$ cat src/rtl/mem_stage_ctrl_pkg.sv
// Shared definitions for the MEM-stage controller: access encodings, FSM states,
// default bus timeout and store-lane helpers.
package mem_stage_ctrl_pkg;

  localparam int DEFAULT_TIMEOUT_CYCLES = 255;

  // mem_op encodings; stores reuse the low two bits (00 byte, 01 half, 10 word)
  localparam logic [2:0] MEM_B  = 3'b000;
  localparam logic [2:0] MEM_H  = 3'b001;
  localparam logic [2:0] MEM_W  = 3'b010;
  localparam logic [2:0] MEM_BU = 3'b100;
  localparam logic [2:0] MEM_HU = 3'b101;

  typedef enum logic [1:0] {
    ST_IDLE = 2'd0,
    ST_REQ  = 2'd1,
    ST_WAIT = 2'd2,
    ST_DONE = 2'd3
  } state_e;

  function automatic logic is_misaligned(input logic [1:0] size, input logic [1:0] off);
    case (size)
      2'b01:   return off[0];
      2'b10:   return off != 2'b00;
      default: return 1'b0;
    endcase
  endfunction

  function automatic logic [3:0] store_be(input logic [1:0] size, input logic [1:0] off);
    case (size)
      2'b00:   return 4'b0001 << off;
      2'b01:   return 4'b0011 << off;
      default: return 4'b1111;
    endcase
  endfunction

  // Sub-word store data is replicated so the bus picks it up on any lane
  function automatic logic [31:0] store_wdata(input logic [1:0] size, input logic [31:0] data);
    case (size)
      2'b00:   return {4{data[7:0]}};
      2'b01:   return {2{data[15:0]}};
      default: return data;
    endcase
  endfunction

endpackage

$ cat src/rtl/mem_stage_ctrl_load_align.sv
// Selects the addressed byte/half of a read word and sign- or zero-extends it
// according to the load type.
module load_align
  import mem_stage_ctrl_pkg::*;
(
  input  logic [31:0] rdata_i,
  input  logic [1:0]  addr_i,
  input  logic [2:0]  mem_op_i,
  output logic [31:0] data_o
);

  logic [7:0]  byte_sel;
  logic [15:0] half_sel;

  always_comb begin
    byte_sel = rdata_i[7:0];
    case (addr_i)
      2'd0: byte_sel = rdata_i[7:0];
      2'd1: byte_sel = rdata_i[15:8];
      2'd2: byte_sel = rdata_i[23:16];
      2'd3: byte_sel = rdata_i[31:24];
      default: byte_sel = rdata_i[7:0];
    endcase
    half_sel = addr_i[1] ? rdata_i[31:16] : rdata_i[15:0];
  end

  always_comb begin
    data_o = rdata_i;
    case (mem_op_i)
      MEM_B:   data_o = {{24{byte_sel[7]}}, byte_sel};
      MEM_BU:  data_o = {24'h0, byte_sel};
      MEM_H:   data_o = {{16{half_sel[15]}}, half_sel};
      MEM_HU:  data_o = {16'h0, half_sel};
      MEM_W:   data_o = rdata_i;
      default: data_o = rdata_i;
    endcase
  end

endmodule

$ cat src/rtl/mem_stage_ctrl.sv
// MEM-stage controller: issues data-bus accesses, waits for grant/read data with a
// timeout, aligns load data and registers the MEM/WB results.
module mem_stage_ctrl
  import mem_stage_ctrl_pkg::*;
#(
  parameter int TIMEOUT_CYCLES = DEFAULT_TIMEOUT_CYCLES
) (
  input  logic        clk,
  input  logic        rst,
  input  logic        reg_write_i,
  input  logic        mem_write_i,
  input  logic        mem_read_i,
  input  logic        mem_2_reg_i,
  input  logic [2:0]  mem_op_i,
  input  logic [31:0] rs2_data_i,
  input  logic [31:0] alu_data_i,
  input  logic [4:0]  rd_i,
  output logic        dmem_req_o,
  output logic        dmem_we_o,
  output logic [31:0] dmem_addr_o,
  output logic [31:0] dmem_wdata_o,
  output logic [3:0]  dmem_be_o,
  input  logic        dmem_gnt_i,
  input  logic        dmem_rvalid_i,
  input  logic [31:0] dmem_rdata_i,
  output logic        wb_reg_write_o,
  output logic [4:0]  wb_rd_o,
  output logic [31:0] wb_data_o,
  output logic        mem_stall_o,
  output logic        misalign_exc_o,
  output logic        bus_err_o,
  output logic [1:0]  state_o
);

  localparam int CNT_W = $clog2(TIMEOUT_CYCLES + 1);
  localparam logic [CNT_W-1:0] CNT_LAST = CNT_W'(TIMEOUT_CYCLES - 1);

  // Handshake: dmem_req_o is held with addr/we/wdata/be frozen until a cycle in
  // which dmem_gnt_i is high; dmem_rvalid_i is only meaningful in ST_WAIT.

  state_e            state_q;
  logic [CNT_W-1:0]  cnt_q;
  logic              dmem_req_q, dmem_we_q;
  logic [31:0]       dmem_addr_q, dmem_wdata_q;
  logic [3:0]        dmem_be_q;
  logic              wb_reg_write_q;
  logic [4:0]        wb_rd_q;
  logic [31:0]       wb_data_q;
  logic              misalign_exc_q, bus_err_q;

  logic [2:0]        op_q;
  logic [1:0]        off_q;
  logic              is_store_q, mem_2_reg_q, reg_write_q, err_q;
  logic [4:0]        rd_q;
  logic [31:0]       alu_q, ldata_q;
  logic [31:0]       load_data;
  logic              mem_access;

  assign mem_access = mem_read_i | mem_write_i;

  load_align u_load_align (
    .rdata_i  (dmem_rdata_i),
    .addr_i   (off_q),
    .mem_op_i (op_q),
    .data_o   (load_data)
  );

  always_ff @(posedge clk or posedge rst) begin
    if (rst) begin
      state_q        <= ST_IDLE;
      cnt_q          <= '0;
      dmem_req_q     <= 1'b0;
      dmem_we_q      <= 1'b0;
      dmem_addr_q    <= '0;
      dmem_wdata_q   <= '0;
      dmem_be_q      <= '0;
      wb_reg_write_q <= 1'b0;
      wb_rd_q        <= '0;
      wb_data_q      <= '0;
      misalign_exc_q <= 1'b0;
      bus_err_q      <= 1'b0;
      op_q           <= '0;
      off_q          <= '0;
      is_store_q     <= 1'b0;
      mem_2_reg_q    <= 1'b0;
      reg_write_q    <= 1'b0;
      err_q          <= 1'b0;
      rd_q           <= '0;
      alu_q          <= '0;
      ldata_q        <= '0;
    end else begin
      misalign_exc_q <= 1'b0;
      bus_err_q      <= 1'b0;
      case (state_q)
        ST_IDLE: begin
          if (!mem_access) begin
            wb_reg_write_q <= reg_write_i && (rd_i != 5'd0);
            wb_rd_q        <= rd_i;
            wb_data_q      <= alu_data_i;
          end else if (is_misaligned(mem_op_i[1:0], alu_data_i[1:0])) begin
            misalign_exc_q <= 1'b1;
            wb_reg_write_q <= 1'b0;
            wb_rd_q        <= rd_i;
            wb_data_q      <= alu_data_i;
          end else begin
            state_q        <= ST_REQ;
            cnt_q          <= '0;
            dmem_req_q     <= 1'b1;
            dmem_we_q      <= mem_write_i;
            dmem_addr_q    <= {alu_data_i[31:2], 2'b00};
            dmem_be_q      <= mem_write_i ? store_be(mem_op_i[1:0], alu_data_i[1:0]) : 4'b1111;
            dmem_wdata_q   <= mem_write_i ? store_wdata(mem_op_i[1:0], rs2_data_i) : 32'h0;
            wb_reg_write_q <= 1'b0;
            op_q           <= mem_op_i;
            off_q          <= alu_data_i[1:0];
            is_store_q     <= mem_write_i;
            mem_2_reg_q    <= mem_2_reg_i;
            reg_write_q    <= reg_write_i;
            rd_q           <= rd_i;
            alu_q          <= alu_data_i;
            err_q          <= 1'b0;
          end
        end
        ST_REQ: begin
          if (dmem_gnt_i) begin
            dmem_req_q <= 1'b0;
            dmem_we_q  <= 1'b0;
            cnt_q      <= cnt_q + 1'b1;
            state_q    <= is_store_q ? ST_DONE : ST_WAIT;
          end else if (cnt_q >= CNT_LAST) begin
            dmem_req_q <= 1'b0;
            dmem_we_q  <= 1'b0;
            bus_err_q  <= 1'b1;
            err_q      <= 1'b1;
            state_q    <= ST_DONE;
          end else begin
            cnt_q <= cnt_q + 1'b1;
          end
        end
        ST_WAIT: begin
          if (dmem_rvalid_i) begin
            ldata_q <= load_data;
            state_q <= ST_DONE;
          end else if (cnt_q >= CNT_LAST) begin
            bus_err_q <= 1'b1;
            err_q     <= 1'b1;
            state_q   <= ST_DONE;
          end else begin
            cnt_q <= cnt_q + 1'b1;
          end
        end
        ST_DONE: begin
          wb_reg_write_q <= reg_write_q && !is_store_q && !err_q && (rd_q != 5'd0);
          wb_rd_q        <= rd_q;
          wb_data_q      <= mem_2_reg_q ? ldata_q : alu_q;
          err_q          <= 1'b0;
          state_q        <= ST_IDLE;
        end
        default: state_q <= ST_IDLE;
      endcase
    end
  end

  assign mem_stall_o    = (state_q == ST_REQ) || (state_q == ST_WAIT);
  assign dmem_req_o     = dmem_req_q;
  assign dmem_we_o      = dmem_we_q;
  assign dmem_addr_o    = dmem_addr_q;
  assign dmem_wdata_o   = dmem_wdata_q;
  assign dmem_be_o      = dmem_be_q;
  assign wb_reg_write_o = wb_reg_write_q;
  assign wb_rd_o        = wb_rd_q;
  assign wb_data_o      = wb_data_q;
  assign misalign_exc_o = misalign_exc_q;
  assign bus_err_o      = bus_err_q;
  assign state_o        = state_q;

endmodule

$ cat config.mk
export PLATFORM = sky130hd
export DESIGN_NAME = mem_stage_ctrl
export DESIGN_NICKNAME = d
export VERILOG_FILES = /design/src/rtl/mem_stage_ctrl_pkg.sv /design/src/rtl/mem_stage_ctrl_load_align.sv /design/src/rtl/mem_stage_ctrl.sv
export SDC_FILE = /design/constraint.sdc
export NUM_CORES = 1
export LEC_CHECK = 0
export BUFFER_PORTS_ARGS = -buffer_cell sky130_fd_sc_hd__clkbuf_2
export CAP_MARGIN = 20
export CORE_AREA = 4 4 128 130
export DETAILED_ROUTE_END_ITERATION = 8
export DIE_AREA = 0 0 132 134
export PLACE_DENSITY = 0.91
export REMOVE_ABC_BUFFERS = 1
export SYNTH_ARGS = -nofsm -noshare
export SYNTH_HDL_FRONTEND = slang
export SYNTH_SLANG_ARGS = --single-unit
$ cat constraint.sdc
create_clock -name clk -period 10.9 [get_ports clk]
set_input_delay 0.545 -clock clk [delete_from_list [all_inputs] [get_ports clk]]
set_output_delay 0.545 -clock clk [all_outputs]
set_load 0.02 [all_outputs]
# Word level (Yosys, flattened, before mapping)
# Cells that the tools add are included.
# word_totals
reg_bits,196
output_inout_bits,113
# op_classes
add_sub_neg,1
n_lt_le_gt_ge,1
n_eq_ne,17
shifts,2
n_mux,53
n_bitwise,2
n_reduce_logical,24
# op_table
operator,count
32-bit 2-to-1 mux,4
32-bit case mux with 2 select lines,2
32-bit case mux with 4 select lines,1
8-bit 2-to-1 mux,5
8-bit case mux with 4 select lines,1
8-bit case mux with 3 select lines,1
1-bit 2-to-1 mux,21
16-bit 2-to-1 mux,1
4-bit AND reduction,3
2-bit equality test (second input constant),5
2-bit 2-to-1 mux,5
5-bit 2-to-1 mux,2
1-bit case mux with 2 select lines,5
5-bit case mux with 2 select lines,1
5-bit nonzero test,2
8-bit by 1-bit adder with 8-bit output (second input constant),1
8-bit >= comparator (second input constant),1
2-bit inequality test (second input constant),4
2-bit case mux with 4 select lines,1
4-bit case mux with 2 select lines,1
2-bit by 1-bit equality test with 1-bit output (second input constant),3
3-bit equality test (second input constant),2
2-bit logical NOT,3
3-bit inequality test (second input constant),2
other kinds (15),23

# Depth between registers and ports, before layout
# logic_depth
word_depth,7
depth_mapped,10
ltp_nobuf,7

# By module
# Synthesis repeated with hierarchy kept, for this count alone.
# hier_totals
cells_unflattened,893
hier_area_um2,8474.4
# by_module_without_submodules
module,n_inst,cells_per_inst,area_per_inst_um2,seq_area_each_um2
mem_stage_ctrl,1,782,7806.2,4103.9
load_align,1,111,668.1,0.0

# Worst setup path before layout
# OpenSTA, ideal clock, no wires.
# synth_timing
path_type,register to register
start,register state_q[0] (netlist: state_o[0])
end,register cnt_q[0]
setup_time_ns,0.064
t_arrival_ns,1.983
required_ns,10.836
path_slack_ns,8.852
path_stages_with_launch,8
path_buffers,1
synth_period_minus_slack_ns,2.048
path_cell_list,dfrtp_1 > inv_1 > ha_1 > and2_1 > clkbuf_1 > a211o_1 > a2111oi_2 > a21o_1
# synth_between
elab_chain_len,3
elab_cells_between_ends,9
# synth_rtl
item,line_no,rtl
from (decl),mem_stage_ctrl.sv:41,state_e state_q;
from (signal assigned),mem_stage_ctrl.sv:129,state_q <= is_store_q ? ST_DONE : ST_WAIT;
"2-bit equality test, or another cell as far along",mem_stage_ctrl.sv:94,case (state_q)
2-bit inequality test (no source line) / 3-bit nonzero test (equally long branches),n/a,
4-bit AND reduction (no source line),n/a,
to (signal assigned),mem_stage_ctrl.sv:128,cnt_q <= cnt_q + 1'b1;
to (signal assigned),mem_stage_ctrl.sv:137,cnt_q <= cnt_q + 1'b1;
to (signal assigned),mem_stage_ctrl.sv:149,cnt_q <= cnt_q + 1'b1;
to (decl),mem_stage_ctrl.sv:42,logic [CNT_W-1:0] cnt_q;
# Parallel ways exist; a longest one is shown, timed or not.
# A chain may end at the register's enable or synchronous reset.

# Worst setup path after layout
# Ends and elaborated chain as after synthesis.

==> results.json <==
{
  "route.vias.total": 7243,
  "synthArstFlopShare_pct": 100,
  "die_w_um": 132,
  "start_kind": "flop",
  "clk_pin_slew_worst_paths_ns": 0.07,
  "drive_above_1_share_pct": 27.8,
  "clock_latency_ns": 0.43,
  "critPathCapture": "cnt_q[0]",
  "critPathKind": "reg -> reg",
  "grt_max_degree": 93,
  "powerDensity_mw_per_mm2": 307,
  "drv_cap": 0,
  "drc": 0,
  "cts_hold_buf": 0,
  "yosys_warnings": 0,
  "htree_levels": 4,
  "diodes": 0,
  "finalSetupViolCount": 0,
  "tns_ns": 0,
  "r2r-end": "cnt_q[0]",
  "postCtsSetupBuffers": 0,
  "cts-root-buf": "clkbuf_16",
  "dp.cells": 1221,
  "io_pins": 225,
  "drt_iter0_drc": 579,
  "syn_area_mm2": 0.00822,
  "cp.required_ns": 11.22,
  "yosys-top-cells-area": "dfrtp_1 50%, nand2_1 11%, o21ai_0 5.6%, mux2i_1 3.5%, a22oi_1 3.2%",
  "die_area_mm2": 0.0177,
  "grt_pass1_vias": 7023,
  "dp_hpwl_um": 16400,
  "rows": 45,
  "rsz0062_at_grt": "false",
  "synth.avg_cell_area_um2": 9.15,
  "gp_congestion": 0.869,
  "die_y_um": 134,
  "cts_tree": "built",
  "mostFrequentLayoutCells": "233 x nand2_1, 222 x clkbuf_2, 163 x dfrtp_1, 92 x o21ai_0, 37 x nor2_1",
  "fin_nets": 1175,
  "start_util_pct": 54.3,
  "yosysSeqAreaShare_pct": 49.9,
  "crit_path_frequent_cell": "o21ai_0",
  "final_cells": 1252,
  "portBuffers": 222,
  "arrival_ns": 3.56,
  "hold_viol": 0,
  "seqCellArea_mm2": 0.00411,
  "cts.sinks": 164,
  "synth-seq-cells": 164,
  "wl_per_cell_um": 18.5,
  "maxSlewHeadroom_pct": 24.2,
  "leakagePower_nw": 4.90,
  "r2r_slack_ns": 7.66,
  "crit_fanout": 92,
  "tightest_slew_ns": 1.13,
  "end_kind": "flop",
  "routed_wl_um": 23200,
  "critPathLaunch": "state_o[0]",
  "slew_violations": 0,
  "yosys.area.top_type": "dfrtp_1",
  "fillCellCount": 1228,
  "yosysTopAreaCellShare_pct": 49.9,
  "cts_made_buffers": 17,
  "synthFlopType": "dfrtp_1",
  "slowest_delay_ns": 0.64,
  "finalCritPeriodShare_pct": 29.7,
  "fmax_mhz": 309,
  "core_mm2": 0.0151,
  "reg2regPathDepth": 8,
  "dr.pass1.iters": 5,
  "cts.repair.resized": 0,
  "multi_input_area_mm2": 0.00360,
  "r2r-start": "state_o[0]",
  "routed_via_density": 5.79,
  "grt_pass1_wl_um": 36800,
  "holdWs_ns": 0.268,
  "status": "completed",
  "crit_slowest_cell": "a211oi_2",
  "fin_crit_ns": 3.24,
  "fin_skew_ns": 0.00848,
  "hp-class": "in -> async",
  "antenna_found_initial": 0,
  "track_usage_pct": 25.9,
  "syn_inst": 898,
  "synth-edff-count": 0,
  "clockBufferDepth": 2,
  "ys_types": 58,
  "final_common_cell": "nand2_1",
  "ant_nets": 0,
  "synthToLayoutAreaGrowth_pct": 17.9,
  "grt_overflow": 0,
  "crit_chain": "inv_1 > ha_1 > o21ai_0 > o21bai_4 > buf_4 > a211oi_2 > o21ai_0 > a21o_1",
  "ir_drop_mv": 0.228
}
## cell usage after synthesis, types with 10 or more instances
library cell,count
a22oi_1,35
mux2_2,21
buf_4,33
nand2_1,233
inv_1,11
a31oi_1,12
o21ai_0,92
nor2_1,37
mux2i_1,29
a22o_1,16
ha_1,10
buf_2,19
clkbuf_1,34
dfrtp_1,164
nand3_1,33
a21oi_1,28
## area by class of cell
type	count	share of cell area, %
Tap cell	188	2.43
Clock buffer	22	4.79
Sequential cell	164	42.3
Clock inverter	8	0.826
Timing Repair Buffer	228	12.0
Multi-Input combinational cell	631	37.1
Inverter	11	0.478
## per-stage QoR
stage | worst slack (ns) | power, mW | utilization [%] | cell area (um^2)
CTS | 7.62 | 2.99 | 63.9 | 9680
global route | 7.46 | 3.17 | 64.0 | 9690
finish | 7.66 | 2.98 | 64.0 | 9690
detailed placement | 7.66 | 2.42 | 60.3 | 9140
floorplan | 5.92 | 1.94 | - | 7720
global placement | 7.81 | 2.36 | 60.3 | 9140
## sequential cells by signal (all words and copies together) (netlist names), 2 cells and up
name / flops
ldata_q: 32
alu_q: 31
cnt_q: 8
op_q: 3
dmem_be_o: 4
rd_q: 5
wb_rd_o: 5
state_o: 2
wb_data_o: 32
dmem_wdata_o: 32
## worst max-delay path: cells and delay by family (launching register included)
kind                       cells  cell delay, ns
DFF                            1            0.44
buffers and inverters          2            0.56
adders and majority gates      1            0.47
AOI/OAI and AO/OA              5            1.63
## routing by layer
metal | track usage (%) | routed length [um] | vias up
li1 | - | - | 3377
met3 | 6.94 | 2060 | 23
met4 | 7.99 | 299 | 0
met5 | 0 | 0 | -
met2 | 42.6 | 11400 | 321
met1 | 33.7 | 9440 | 3522
## power breakdown
part | switching (mW) | internal, mW | total [mW]
sequential | 0.233 | 0.872 | 1.10
clock | 0.243 | 0.324 | 0.567
combinational | 0.829 | 0.477 | 1.31
total | 1.30 | 1.67 | 2.98
## worst min path at each step
stage          slack, ns         from  cells after the start              end
3_5_place_dp        0.46  reg_write_q                      2      reg_write_q
2_1_floorplan       0.44  reg_write_q                      2      reg_write_q
6_report            0.27          rst                      2  dmem_wdata_o[5]
3_3_place_gp        0.46  reg_write_q                      2      reg_write_q
5_1_grt             0.31  mem_op_i[2]                      3          op_q[2]
4_1_cts             0.29  mem_op_i[2]                      3          op_q[2]
## kinds of logic after synthesis
group                      count (synthesis)  synth area share (%)
muxes                                     51                  6.68
buffers and inverters                    104                  6.65
DFF                                      164                  49.9
other                                      1                0.0456
AOI/OAI and AO/OA                        225                  17.4
adders and majority gates                 10                  1.52
and+or+nand+nor                          342                  17.7
xor gates and xnor gates                   1                 0.107
Power figures use the tool's default switching activity.
